`config.mk`:
```
export PLATFORM = sky130hd
export DESIGN_NAME = mmio_decoder_flat
export DESIGN_NICKNAME = d
export VERILOG_FILES = /design/src/rtl/mmio_decoder_pkg.sv /design/src/rtl/mmio_decoder_if.sv /design/src/rtl/mmio_addr_match.sv /design/src/rtl/mmio_decoder.sv /design/src/flat_wrapper.sv
export SDC_FILE = /design/constraint.sdc
export NUM_CORES = 1
export LEC_CHECK = 0
export CORE_MARGIN = 3
export CORE_UTILIZATION = 37
export CTS_BUF_LIST = sky130_fd_sc_hd__clkbuf_8
export CTS_CLUSTER_SIZE = 28
export DETAILED_ROUTE_END_ITERATION = 8
export MAX_ROUTING_LAYER = met4
export PLACE_DENSITY = 0.79
export SYNTH_ARGS = -nofsm -noshare
export SYNTH_HDL_FRONTEND = slang
export SYNTH_SLANG_ARGS = --single-unit
```
`constraint.sdc`:
```
create_clock -name clk -period 1.77 [get_ports clk]
set_input_delay 0.177 -clock clk [delete_from_list [all_inputs] [get_ports clk]]
set_output_delay 0.177 -clock clk [all_outputs]
set_load 0.01 [all_outputs]
```
`src/rtl/mmio_decoder_pkg.sv`:
```
// Shared constants for the MMIO decoder: word width, FSM state and target encodings.
package mmio_decoder_pkg;

    localparam int XLEN = 32;

    typedef enum logic [1:0] {
        ST_IDLE   = 2'd0,
        ST_ACCESS = 2'd1,
        ST_WAIT   = 2'd2,
        ST_RESP   = 2'd3
    } state_t;

    typedef enum logic [1:0] {
        TGT_NONE  = 2'd0,
        TGT_RAM   = 2'd1,
        TGT_GPIO  = 2'd2,
        TGT_TIMER = 2'd3
    } target_t;

    localparam logic [7:0] ERR_COUNT_MAX = 8'hFF;

    // Misaligned addresses never reach a slave; RAM wins where windows overlap.
    function automatic target_t decode_target(
        input logic       ram_hit,
        input logic       gpio_hit,
        input logic       timer_hit,
        input logic [1:0] low_bits
    );
        target_t tgt;
        tgt = TGT_NONE;
        if (low_bits == 2'b00) begin
            if (ram_hit)        tgt = TGT_RAM;
            else if (gpio_hit)  tgt = TGT_GPIO;
            else if (timer_hit) tgt = TGT_TIMER;
        end
        return tgt;
    endfunction

endpackage

```
`src/rtl/mmio_decoder_if.sv`:
```
// Core-side request/response channels plus the shared slave bus of the MMIO decoder.
interface mmio_decoder_if;
    import mmio_decoder_pkg::*;

    // A transfer happens on a clock edge where valid and ready are both 1; the
    // sender holds valid and its payload stable until that edge.
    logic            req_valid;
    logic            req_ready;
    logic            req_we;
    logic [XLEN-1:0] req_addr;
    logic [XLEN-1:0] req_wdata;

    logic            rsp_valid;
    logic            rsp_ready;
    logic [XLEN-1:0] rsp_rdata;
    logic            rsp_err;

    logic [XLEN-1:0] bus_addr;
    logic [XLEN-1:0] bus_wdata;
    logic            bus_we;

    logic            ram_en;
    logic            gpio_en;
    logic            timer_en;
    logic [XLEN-1:0] ram_rdata;
    logic [XLEN-1:0] gpio_rdata;
    logic [XLEN-1:0] timer_rdata;

    modport slave (
        input  req_valid, req_we, req_addr, req_wdata,
        output req_ready,
        output rsp_valid, rsp_rdata, rsp_err,
        input  rsp_ready,
        output bus_addr, bus_wdata, bus_we,
        output ram_en, gpio_en, timer_en,
        input  ram_rdata, gpio_rdata, timer_rdata
    );

    modport master (
        output req_valid, req_we, req_addr, req_wdata,
        input  req_ready,
        input  rsp_valid, rsp_rdata, rsp_err,
        output rsp_ready,
        input  bus_addr, bus_wdata, bus_we,
        input  ram_en, gpio_en, timer_en,
        output ram_rdata, gpio_rdata, timer_rdata
    );

endinterface

```
`src/rtl/mmio_addr_match.sv`:
```
// Combinational window compare: hit when the address bits above AW equal those of BASE.
module mmio_addr_match
    import mmio_decoder_pkg::*;
#(
    parameter logic [XLEN-1:0] BASE = '0,
    parameter int unsigned     AW   = 12
) (
    input  logic [XLEN-1:0] addr,
    output logic            hit
);

    assign hit = ((addr >> AW) == (BASE >> AW));

endmodule

```
`src/rtl/mmio_decoder.sv`:
```
// Single-outstanding MMIO decoder: latches one request, pulses one slave enable, returns one response.
module mmio_decoder
    import mmio_decoder_pkg::*;
#(
    parameter logic [XLEN-1:0] RAM_BASE   = 32'h0000_0000,
    parameter int unsigned     RAM_AW     = 12,
    parameter logic [XLEN-1:0] GPIO_BASE  = 32'h0001_0000,
    parameter logic [XLEN-1:0] TIMER_BASE = 32'h0001_0100,
    parameter int unsigned     PER_AW     = 8
) (
    input  logic        clk,
    input  logic        rst_n,
    mmio_decoder_if.slave mmio,
    output logic [7:0]  err_count,
    output logic [1:0]  dbg_state
);

    state_t  state;
    target_t target_q;
    target_t target_d;
    logic    ram_hit;
    logic    gpio_hit;
    logic    timer_hit;

    mmio_addr_match #(.BASE(RAM_BASE), .AW(RAM_AW)) u_ram_match (
        .addr (mmio.req_addr),
        .hit  (ram_hit)
    );

    mmio_addr_match #(.BASE(GPIO_BASE), .AW(PER_AW)) u_gpio_match (
        .addr (mmio.req_addr),
        .hit  (gpio_hit)
    );

    mmio_addr_match #(.BASE(TIMER_BASE), .AW(PER_AW)) u_timer_match (
        .addr (mmio.req_addr),
        .hit  (timer_hit)
    );

    assign target_d  = decode_target(ram_hit, gpio_hit, timer_hit, mmio.req_addr[1:0]);
    assign dbg_state = state;

    always_ff @(posedge clk or negedge rst_n) begin
        if (!rst_n) begin
            state          <= ST_IDLE;
            target_q       <= TGT_NONE;
            mmio.req_ready <= 1'b1;
            mmio.rsp_valid <= 1'b0;
            mmio.rsp_rdata <= '0;
            mmio.rsp_err   <= 1'b0;
            mmio.bus_addr  <= '0;
            mmio.bus_wdata <= '0;
            mmio.bus_we    <= 1'b0;
            mmio.ram_en    <= 1'b0;
            mmio.gpio_en   <= 1'b0;
            mmio.timer_en  <= 1'b0;
            err_count      <= '0;
        end else begin
            // Enables are set only on the accept edge, so each lasts exactly the ACCESS cycle.
            mmio.ram_en   <= 1'b0;
            mmio.gpio_en  <= 1'b0;
            mmio.timer_en <= 1'b0;

            case (state)
                ST_IDLE: begin
                    if (mmio.req_valid) begin
                        mmio.bus_addr  <= mmio.req_addr;
                        mmio.bus_wdata <= mmio.req_wdata;
                        mmio.bus_we    <= mmio.req_we;
                        target_q       <= target_d;
                        mmio.ram_en    <= (target_d == TGT_RAM);
                        mmio.gpio_en   <= (target_d == TGT_GPIO);
                        mmio.timer_en  <= (target_d == TGT_TIMER);
                        mmio.req_ready <= 1'b0;
                        state          <= ST_ACCESS;
                    end
                end

                ST_ACCESS: begin
                    mmio.rsp_err <= (target_q == TGT_NONE);
                    if (target_q == TGT_RAM && !mmio.bus_we) begin
                        state <= ST_WAIT;
                    end else begin
                        // GPIO and timer read data is combinational while their enable is high.
                        if (!mmio.bus_we && target_q == TGT_GPIO)
                            mmio.rsp_rdata <= mmio.gpio_rdata;
                        else if (!mmio.bus_we && target_q == TGT_TIMER)
                            mmio.rsp_rdata <= mmio.timer_rdata;
                        else
                            mmio.rsp_rdata <= '0;
                        mmio.rsp_valid <= 1'b1;
                        state          <= ST_RESP;
                    end
                end

                ST_WAIT: begin
                    mmio.rsp_rdata <= mmio.ram_rdata;
                    mmio.rsp_valid <= 1'b1;
                    state          <= ST_RESP;
                end

                ST_RESP: begin
                    if (mmio.rsp_ready) begin
                        if (mmio.rsp_err && err_count != ERR_COUNT_MAX)
                            err_count <= err_count + 8'd1;
                        mmio.rsp_valid <= 1'b0;
                        mmio.rsp_rdata <= '0;
                        mmio.rsp_err   <= 1'b0;
                        mmio.req_ready <= 1'b1;
                        state          <= ST_IDLE;
                    end
                end

                default: begin
                    state          <= ST_IDLE;
                    mmio.req_ready <= 1'b1;
                end
            endcase
        end
    end

    a_enables_onehot: assert property (@(posedge clk) disable iff (!rst_n)
        $onehot0({mmio.ram_en, mmio.gpio_en, mmio.timer_en}));

    a_ready_only_idle: assert property (@(posedge clk) disable iff (!rst_n)
        mmio.req_ready == (state == ST_IDLE));

endmodule

```
`src/flat_wrapper.sv`:
```
// flat-port wrapper written by rule: the top's interface ports become plain ports
module mmio_decoder_flat import mmio_decoder_pkg::*;
#(
    parameter logic [XLEN-1:0] RAM_BASE   = 32'h0000_0000,
    parameter int unsigned     RAM_AW     = 12,
    parameter logic [XLEN-1:0] GPIO_BASE  = 32'h0001_0000,
    parameter logic [XLEN-1:0] TIMER_BASE = 32'h0001_0100,
    parameter int unsigned     PER_AW     = 8
)
  (clk, rst_n, err_count, dbg_state, mmio_req_valid, mmio_req_we, mmio_req_addr, mmio_req_wdata, mmio_req_ready, mmio_rsp_valid, mmio_rsp_rdata, mmio_rsp_err, mmio_rsp_ready, mmio_bus_addr, mmio_bus_wdata, mmio_bus_we, mmio_ram_en, mmio_gpio_en, mmio_timer_en, mmio_ram_rdata, mmio_gpio_rdata, mmio_timer_rdata);
  mmio_decoder_if mmio_i ();
  input  logic clk;
  input  logic rst_n;
  output logic [7:0] err_count;
  output logic [1:0] dbg_state;
  input wire logic [$bits(mmio_i.req_valid)-1:0] mmio_req_valid;
  input wire logic [$bits(mmio_i.req_we)-1:0] mmio_req_we;
  input wire logic [$bits(mmio_i.req_addr)-1:0] mmio_req_addr;
  input wire logic [$bits(mmio_i.req_wdata)-1:0] mmio_req_wdata;
  output wire logic [$bits(mmio_i.req_ready)-1:0] mmio_req_ready;
  output wire logic [$bits(mmio_i.rsp_valid)-1:0] mmio_rsp_valid;
  output wire logic [$bits(mmio_i.rsp_rdata)-1:0] mmio_rsp_rdata;
  output wire logic [$bits(mmio_i.rsp_err)-1:0] mmio_rsp_err;
  input wire logic [$bits(mmio_i.rsp_ready)-1:0] mmio_rsp_ready;
  output wire logic [$bits(mmio_i.bus_addr)-1:0] mmio_bus_addr;
  output wire logic [$bits(mmio_i.bus_wdata)-1:0] mmio_bus_wdata;
  output wire logic [$bits(mmio_i.bus_we)-1:0] mmio_bus_we;
  output wire logic [$bits(mmio_i.ram_en)-1:0] mmio_ram_en;
  output wire logic [$bits(mmio_i.gpio_en)-1:0] mmio_gpio_en;
  output wire logic [$bits(mmio_i.timer_en)-1:0] mmio_timer_en;
  input wire logic [$bits(mmio_i.ram_rdata)-1:0] mmio_ram_rdata;
  input wire logic [$bits(mmio_i.gpio_rdata)-1:0] mmio_gpio_rdata;
  input wire logic [$bits(mmio_i.timer_rdata)-1:0] mmio_timer_rdata;
  assign mmio_i.req_valid = mmio_req_valid;
  assign mmio_i.req_we = mmio_req_we;
  assign mmio_i.req_addr = mmio_req_addr;
  assign mmio_i.req_wdata = mmio_req_wdata;
  assign mmio_req_ready = mmio_i.req_ready;
  assign mmio_rsp_valid = mmio_i.rsp_valid;
  assign mmio_rsp_rdata = mmio_i.rsp_rdata;
  assign mmio_rsp_err = mmio_i.rsp_err;
  assign mmio_i.rsp_ready = mmio_rsp_ready;
  assign mmio_bus_addr = mmio_i.bus_addr;
  assign mmio_bus_wdata = mmio_i.bus_wdata;
  assign mmio_bus_we = mmio_i.bus_we;
  assign mmio_ram_en = mmio_i.ram_en;
  assign mmio_gpio_en = mmio_i.gpio_en;
  assign mmio_timer_en = mmio_i.timer_en;
  assign mmio_i.ram_rdata = mmio_ram_rdata;
  assign mmio_i.gpio_rdata = mmio_gpio_rdata;
  assign mmio_i.timer_rdata = mmio_timer_rdata;
  mmio_decoder #(.RAM_BASE(RAM_BASE), .RAM_AW(RAM_AW), .GPIO_BASE(GPIO_BASE), .TIMER_BASE(TIMER_BASE), .PER_AW(PER_AW)) u_core (.clk(clk), .rst_n(rst_n), .mmio(mmio_i), .err_count(err_count), .dbg_state(dbg_state));
endmodule
```
Word level (Yosys, flattened, before mapping)
Index checks and enable logic that the tools add are counted.
{"block": "classes", "muxes": 26, "n_reduce_logical": 18, "n_eq_ne": 15, "addsub": 1}
{"operator": "2-to-1 mux 32 bit", "count": 4}
{"operator": "one-hot mux 32 bit (3 select lines)", "count": 1}
{"operator": "equality test 24 x 9 -> 1 bit, second input constant", "count": 2}
{"operator": "logical NOT 32 bit", "count": 1}
{"operator": "equality test 2 bit, second input constant", "count": 6}
{"operator": "2-to-1 mux 2 bit", "count": 6}
{"operator": "2-to-1 mux 1 bit", "count": 11}
{"operator": "AND reduction 3 bit", "count": 3}
{"operator": "adder 8 x 1 -> 8 bit, second input constant", "count": 1}
{"operator": "inequality test 8 bit, second input constant", "count": 1}
{"operator": "one-hot mux 2 bit (4 select lines)", "count": 1}
{"operator": "equality test 2 x 1 -> 1 bit, second input constant", "count": 3}
{"operator": "logical NOT 2 bit", "count": 3}
{"operator": "inequality test 2 bit, second input constant", "count": 3}
{"operator": "AND reduction 2 bit", "count": 3}
{"operator": "logical AND 1 bit", "count": 4}
{"operator": "one-hot mux 1 bit (2 select lines)", "count": 2}
{"operator": "nonzero test 2 bit", "count": 2}
{"operator": "one-hot mux 1 bit (3 select lines)", "count": 1}
{"operator": "nonzero test 3 bit", "count": 1}
{"operator": "logical NOT 1 bit", "count": 1}
{"block": "word_totals", "output_inout_bits": 113, "regBits": 115, "elab_cells": 73, "in_bits": 165}

Depth between registers and ports, before layout
{"block": "logic_depth", "depth_word": 8, "mapped_depth": 9, "mapped_depth_nobuf": 6}

Hierarchy
From an unflattened synthesis, not the netlist that was laid out.
{"block": "unflattened", "hier_cells": 464, "area_unflattened_um2": 5510.3}
{"module": "mmio_decoder", "cells_per_inst": 438, "instances": 1, "area_each_um2": 5306.3}
{"module": "mmio_addr_match at u_core.u_timer_match", "cells_per_inst": 9, "instances": 1, "area_each_um2": 81.3}
{"module": "mmio_addr_match at u_core.u_gpio_match", "cells_per_inst": 9, "instances": 1, "area_each_um2": 78.8}
{"module": "mmio_addr_match at u_core.u_ram_match", "cells_per_inst": 8, "instances": 1, "area_each_um2": 43.8}

Worst setup path before layout
OpenSTA, ideal clock, no wires.
{"block": "synth_timing", "path_type": "reg-to-reg", "from": "register u_core.state[0], in the netlist u_core.dbg_state[0]", "to": "register u_core.mmio.rsp_rdata[26]", "setup_time_ps": 73, "arrival_time_ps": 1865, "required_ps": 1697, "setup_slack_ps": -168, "stages_incl_launch_ff": 10, "path_cell_list": "dfrtp_1 -> inv_1 -> ha_1 -> buf_6 -> or4b_4 -> buf_6 -> buf_6 -> nor2_2 -> a21oi_1 -> a21oi_2"}
{"block": "synth_via", "elab_chain_cells": 3, "elab_cells_between_ends": 8, "classes_between": "eq/ne (5); mux (1); reduce/logical (2)"}
{"element": "start, declared", "line": "mmio_decoder.sv:18", "source": "state_t state;"}
{"element": "start signal, assigned", "line": "mmio_decoder.sv:45", "source": "state <= ST_IDLE;"}
{"element": "start signal, assigned", "line": "mmio_decoder.sv:75", "source": "state <= ST_ACCESS;"}
{"element": "start signal, assigned", "line": "mmio_decoder.sv:82", "source": "state <= ST_WAIT;"}
{"element": "equality test 2 x 1 -> 1 bit or equality test 2 bit (tied branches)", "line": "mmio_decoder.sv:64", "source": "case (state)"}
{"element": "inequality test 2 bit (no source line) or nonzero test 3 bit (tied branches)"}
{"element": "AND reduction 3 bit (no source line)"}
{"element": "end signal, assigned", "line": "mmio_decoder.sv:86", "source": "mmio.rsp_rdata <= mmio.gpio_rdata;"}
{"element": "end signal, assigned", "line": "mmio_decoder.sv:88", "source": "mmio.rsp_rdata <= mmio.timer_rdata;"}
{"element": "end signal, assigned", "line": "mmio_decoder.sv:97", "source": "mmio.rsp_rdata <= mmio.ram_rdata;"}
{"element": "end, declared", "line": "mmio_decoder_if.sv:32", "source": "output rsp_valid, rsp_rdata, rsp_err,"}
Parallel ways exist; a longest one is shown, timed or not.
A chain may end at the register's enable or synchronous reset.

Final worst setup path
{"block": "layout_timing", "from": "register u_core.state[0], in the netlist u_core.dbg_state[0]", "to": "register u_core.mmio.rsp_rdata[12]"}
Same word-level chain as after synthesis.

==> out/qor.json <==
{
  "synth_largest_type_area_fraction": {"value": 54.17, "unit": "%"},
  "syn2layout_area_growth": {"value": 69.68, "unit": "%"},
  "grt_pass1_wl": {"value": 25.26, "unit": "mm"},
  "cts_max_level": {"value": 4},
  "post_synth_most_frequent_cells": {"value": "sky130_fd_sc_hd__dfrtp_1 (114), sky130_fd_sc_hd__mux2_2 (66), sky130_fd_sc_hd__nor2_1 (56)"},
  "synth.yosys.seq_area_share": {"value": 54.67, "unit": "%"},
  "finalCriticalPeriod": {"value": 1.779, "unit": "ns"},
  "fin_worst_skew": {"value": 0.01050, "unit": "ns"},
  "cap_viol_max_count": {"value": 0},
  "timing.final.crit_share": {"value": 100.5, "unit": "%"},
  "setup.worst_path.class": {"value": "flop to flop"},
  "critPathRequiredTime": {"value": 2.12, "unit": "ns"},
  "postLayoutSetupSlackWorst": {"value": -0.008578, "unit": "ns"},
  "clk_pin_slew_worst_paths": {"value": 0.06, "unit": "ns"},
  "final_core_utilization": {"value": 65.91, "unit": "%"},
  "vdd.ir_drop.worst": {"value": 0.8775, "unit": "mV"},
  "grt_antenna_before_repair": {"value": 0},
  "vias": {"value": 4476},
  "layout-drive-gt1-share": {"value": 25.53, "unit": "%"},
  "total_iterations_of_the_first_detailed_routing_run": {"value": 4},
  "initial_core_util": {"value": 38.84, "unit": "%"},
  "placeableCoreArea": {"value": 0.01356, "unit": "mm^2"},
  "ffs_w_async_s_r_synth": {"value": 100.0, "unit": "%"},
  "cts.root.buffer_cell": {"value": "sky130_fd_sc_hd__clkbuf_8"},
  "die_height": {"value": 125.3, "unit": "um"},
  "grt_max_degree": {"value": 66},
  "maxSlewViolCount": {"value": 0},
  "cts_buffer_depth": {"value": 2},
  "average_via_count_per_standard_cell": {"value": 4.844},
  "clock-sinks": {"value": 115},
  "multiInputGateArea": {"value": 0.002302, "unit": "mm^2"},
  "synth_enable_flop_cells": {"value": 0},
  "power.static_leakage": {"value": 3.667, "unit": "nW"},
  "number_of_inserted_diodes": {"value": 0},
  "fmax": {"value": 562.2, "unit": "MHz"},
  "syn_area": {"value": 0.005266, "unit": "mm^2"},
  "violated_checks": {"value": "setup timing"},
  "pwr_density_cell": {"value": 1534, "unit": "mW/mm^2"},
  "yosys_warnings": {"value": 0},
  "yosys-top-cells-area": {"value": "sky130_fd_sc_hd__dfrtp_1 (54%), sky130_fd_sc_hd__mux2_2 (14%), sky130_fd_sc_hd__mux2i_1 (6.1%)"},
  "synth_seq_cells": {"value": 115},
  "drt_iter0_drc": {"value": 119},
  "place_congestion": {"value": 0.9300},
  "filler_cell_count": {"value": 1044},
  "grt_usage": {"value": 20.89, "unit": "%"},
  "die_w": {"value": 125.3, "unit": "um"},
  "synth_most_common_cell": {"value": "sky130_fd_sc_hd__dfrtp_1"},
  "cp_startpoint_kind": {"value": "flop"},
  "dieArea": {"value": 0.01570, "unit": "mm^2"},
  "wire_per_inst": {"value": 17.64, "unit": "um"},
  "clock_latency": {"value": 0.43, "unit": "ns"},
  "synthesis.nets": {"value": 603},
  "synth-main-ff-cell": {"value": "sky130_fd_sc_hd__dfrtp_1"},
  "hp-class": {"value": "input pin to asynchronous set/reset pin"},
  "cts_made_buffers": {"value": 17},
  "via_count_of_the_first_global_routing_pass": {"value": 4964},
  "buffer_ports.inserted": {"value": 277},
  "worst_slew_margin_relative_to_its_limit": {"value": 71.53, "unit": "%"},
  "totalNegativeSetupSlack": {"value": -0.008578, "unit": "ns"},
  "grt-ovfl-total": {"value": 0},
  "placementRows": {"value": 42},
  "drcViolationCount": {"value": 0},
  "cell_variety_after_synth": {"value": 40},
  "drt_wl_total": {"value": 16.30, "unit": "mm"},
  "timing_worst_slew_pin_value": {"value": 0.4271, "unit": "ns"},
  "detailedPlacementHpwl": {"value": 12.16, "unit": "mm"},
  "cts_tree": {"value": "done"},
  "layout.area.seq": {"value": 0.002883, "unit": "mm^2"},
  "timing_hold_violations_final": {"value": 0},
  "outcome": {"value": "complete, but fails checks"},
  "nets": {"value": 905},
  "final-setup-viol-count": {"value": 1},
  "ios": {"value": 278},
  "netlist_instances": {"value": 433},
  "yosys.area.top_type": {"value": "sky130_fd_sc_hd__dfrtp_1"},
  "crit_path_end_kind": {"value": "flop"},
  "crit_arrival": {"value": 2.13, "unit": "ns"},
  "avgSynthCellArea": {"value": 12.16, "unit": "um^2"},
  "drt.antenna.violating_nets": {"value": 0},
  "grt_setup_unrepaired": {"value": "true"},
  "critPathMaxFanout": {"value": 12}
}
metrics by stage:
step	hold slack, ns	total power, mW	cells	worst slack, ns	cell area, um^2
floorplan	-0.1186	7.664	433	-0.03649	5313
global placement	-0.01493	11.03	883	-0.05599	8371
detailed placement	-0.01556	11.23	883	-0.1793	8371
CTS	0.07860	13.67	919	-0.003210	8807
global route	0.09924	14.59	924	-0.09966	8936
finish	0.1323	13.71	924	-0.008578	8936
power by group:
group	total [mW]	leakage [nW]	internal (mW)	switching [mW]
combinational	6.99	2.06	4.08	2.91
sequential	4.54	1.40	3.86	0.686
clock	2.18	0.207	1.18	1.00
path summary, 6_finish.rpt:
path                                     startpoint                   endpoint  slack (ns)  cells past startpoint
min                                           rst_n  u_core.mmio.rsp_rdata[19]        0.13                      2
max                             u_core.dbg_state[0]  u_core.mmio.rsp_rdata[12]      -0.009                      7
max in group asynchronous                     rst_n         u_core.target_q[0]        1.08                      3
min reg2reg                u_core.mmio.bus_wdata[0]   u_core.mmio.bus_wdata[0]        0.50                      1
min in group clk                  mmio_req_wdata[0]   u_core.mmio.bus_wdata[0]        0.36                      2
max reg2reg                     u_core.dbg_state[0]  u_core.mmio.rsp_rdata[12]      -0.009                      7
cells in the final DEF (no fill, tap or decap), types with 9 or more instances in the layout:
cell,synthesis,routed
sky130_fd_sc_hd__a21oi_1,37,36
sky130_fd_sc_hd__a21oi_2,30,31
sky130_fd_sc_hd__buf_4,0,20
sky130_fd_sc_hd__clkbuf_8,0,20
sky130_fd_sc_hd__clkdlybuf4s50_1,0,276
sky130_fd_sc_hd__dfrtp_1,114,111
sky130_fd_sc_hd__inv_1,4,9
sky130_fd_sc_hd__mux2_2,66,66
sky130_fd_sc_hd__mux2i_1,32,32
sky130_fd_sc_hd__nor2_1,56,49
sky130_fd_sc_hd__nor2_2,10,16
timing repair:
action,4_1_cts,5_1_grt
endpoints found under the hold margin,114,0
hold buffers,1,0
cloned,1,4
setup endpoints to repair,3,36
pin swaps,2,5
buffers inserted,2,1
resized for setup,8,8
registers in the layout, summed over array words and instances, names as in the netlist:
| signal | count |
|---|---|
| u_core.dbg_state | 2 |
| u_core.err_count | 8 |
| u_core.mmio.bus_addr | 32 |
| u_core.mmio.bus_wdata | 32 |
| u_core.mmio.bus_we | 1 |
| u_core.mmio.gpio_en | 1 |
| u_core.mmio.ram_en | 1 |
| u_core.mmio.req_ready | 1 |
| u_core.mmio.rsp_err | 1 |
| u_core.mmio.rsp_rdata | 32 |
| u_core.mmio.rsp_valid | 1 |
| u_core.mmio.timer_en | 1 |
| u_core.target_q | 2 |
kinds of logic (layout without fill, tap and decap cells):
kind of cell | Yosys count | after routing | share of synthesized area, %
flip-flops | 115 | 115 | 54.67
AND/OR/NAND/NOR | 101 | 101 | 9.623
multiplexers | 98 | 98 | 20.19
AO/OA/AOI/OAI | 78 | 78 | 10.05
buffers and inverters | 29 | 344 | 3.112
XOR/XNOR | 7 | 7 | 1.164
adder cells (fa/ha/maj) | 5 | 5 | 1.188
critical path, cell delays in order, from the launching register on:
cell and delay (ns):
sky130_fd_sc_hd__dfrtp_2 0.38, sky130_fd_sc_hd__inv_2 0.07, sky130_fd_sc_hd__ha_4 0.16, sky130_fd_sc_hd__or4b_4 0.59
sky130_fd_sc_hd__clkbuf_16 0.21, sky130_fd_sc_hd__nor2_1 0.10, sky130_fd_sc_hd__a21oi_1 0.07, sky130_fd_sc_hd__a21oi_2 0.13
routing by layer:
metal	part of all wire (%)	routed length, um	track usage (%)	up-vias
li1	-	-	-	2119
met1	39	6305	22.39	2135
met2	51	8364	35.84	203
met3	8.5	1381	8.102	19
met4	1.5	244	6.378	0
met5	0	0	-	-
layout make-up:
cell class | count | area share, %
repair buffers | 308 | 35.38
flip-flops and latches | 115 | 32.26
clock inverters | 12 | 0.8821
clock buffers | 20 | 3.080
well taps | 176 | 2.464
multi-input cells | 289 | 25.76
inverters | 4 | 0.1680
Note: power is estimated with default switching activity, not from simulation.
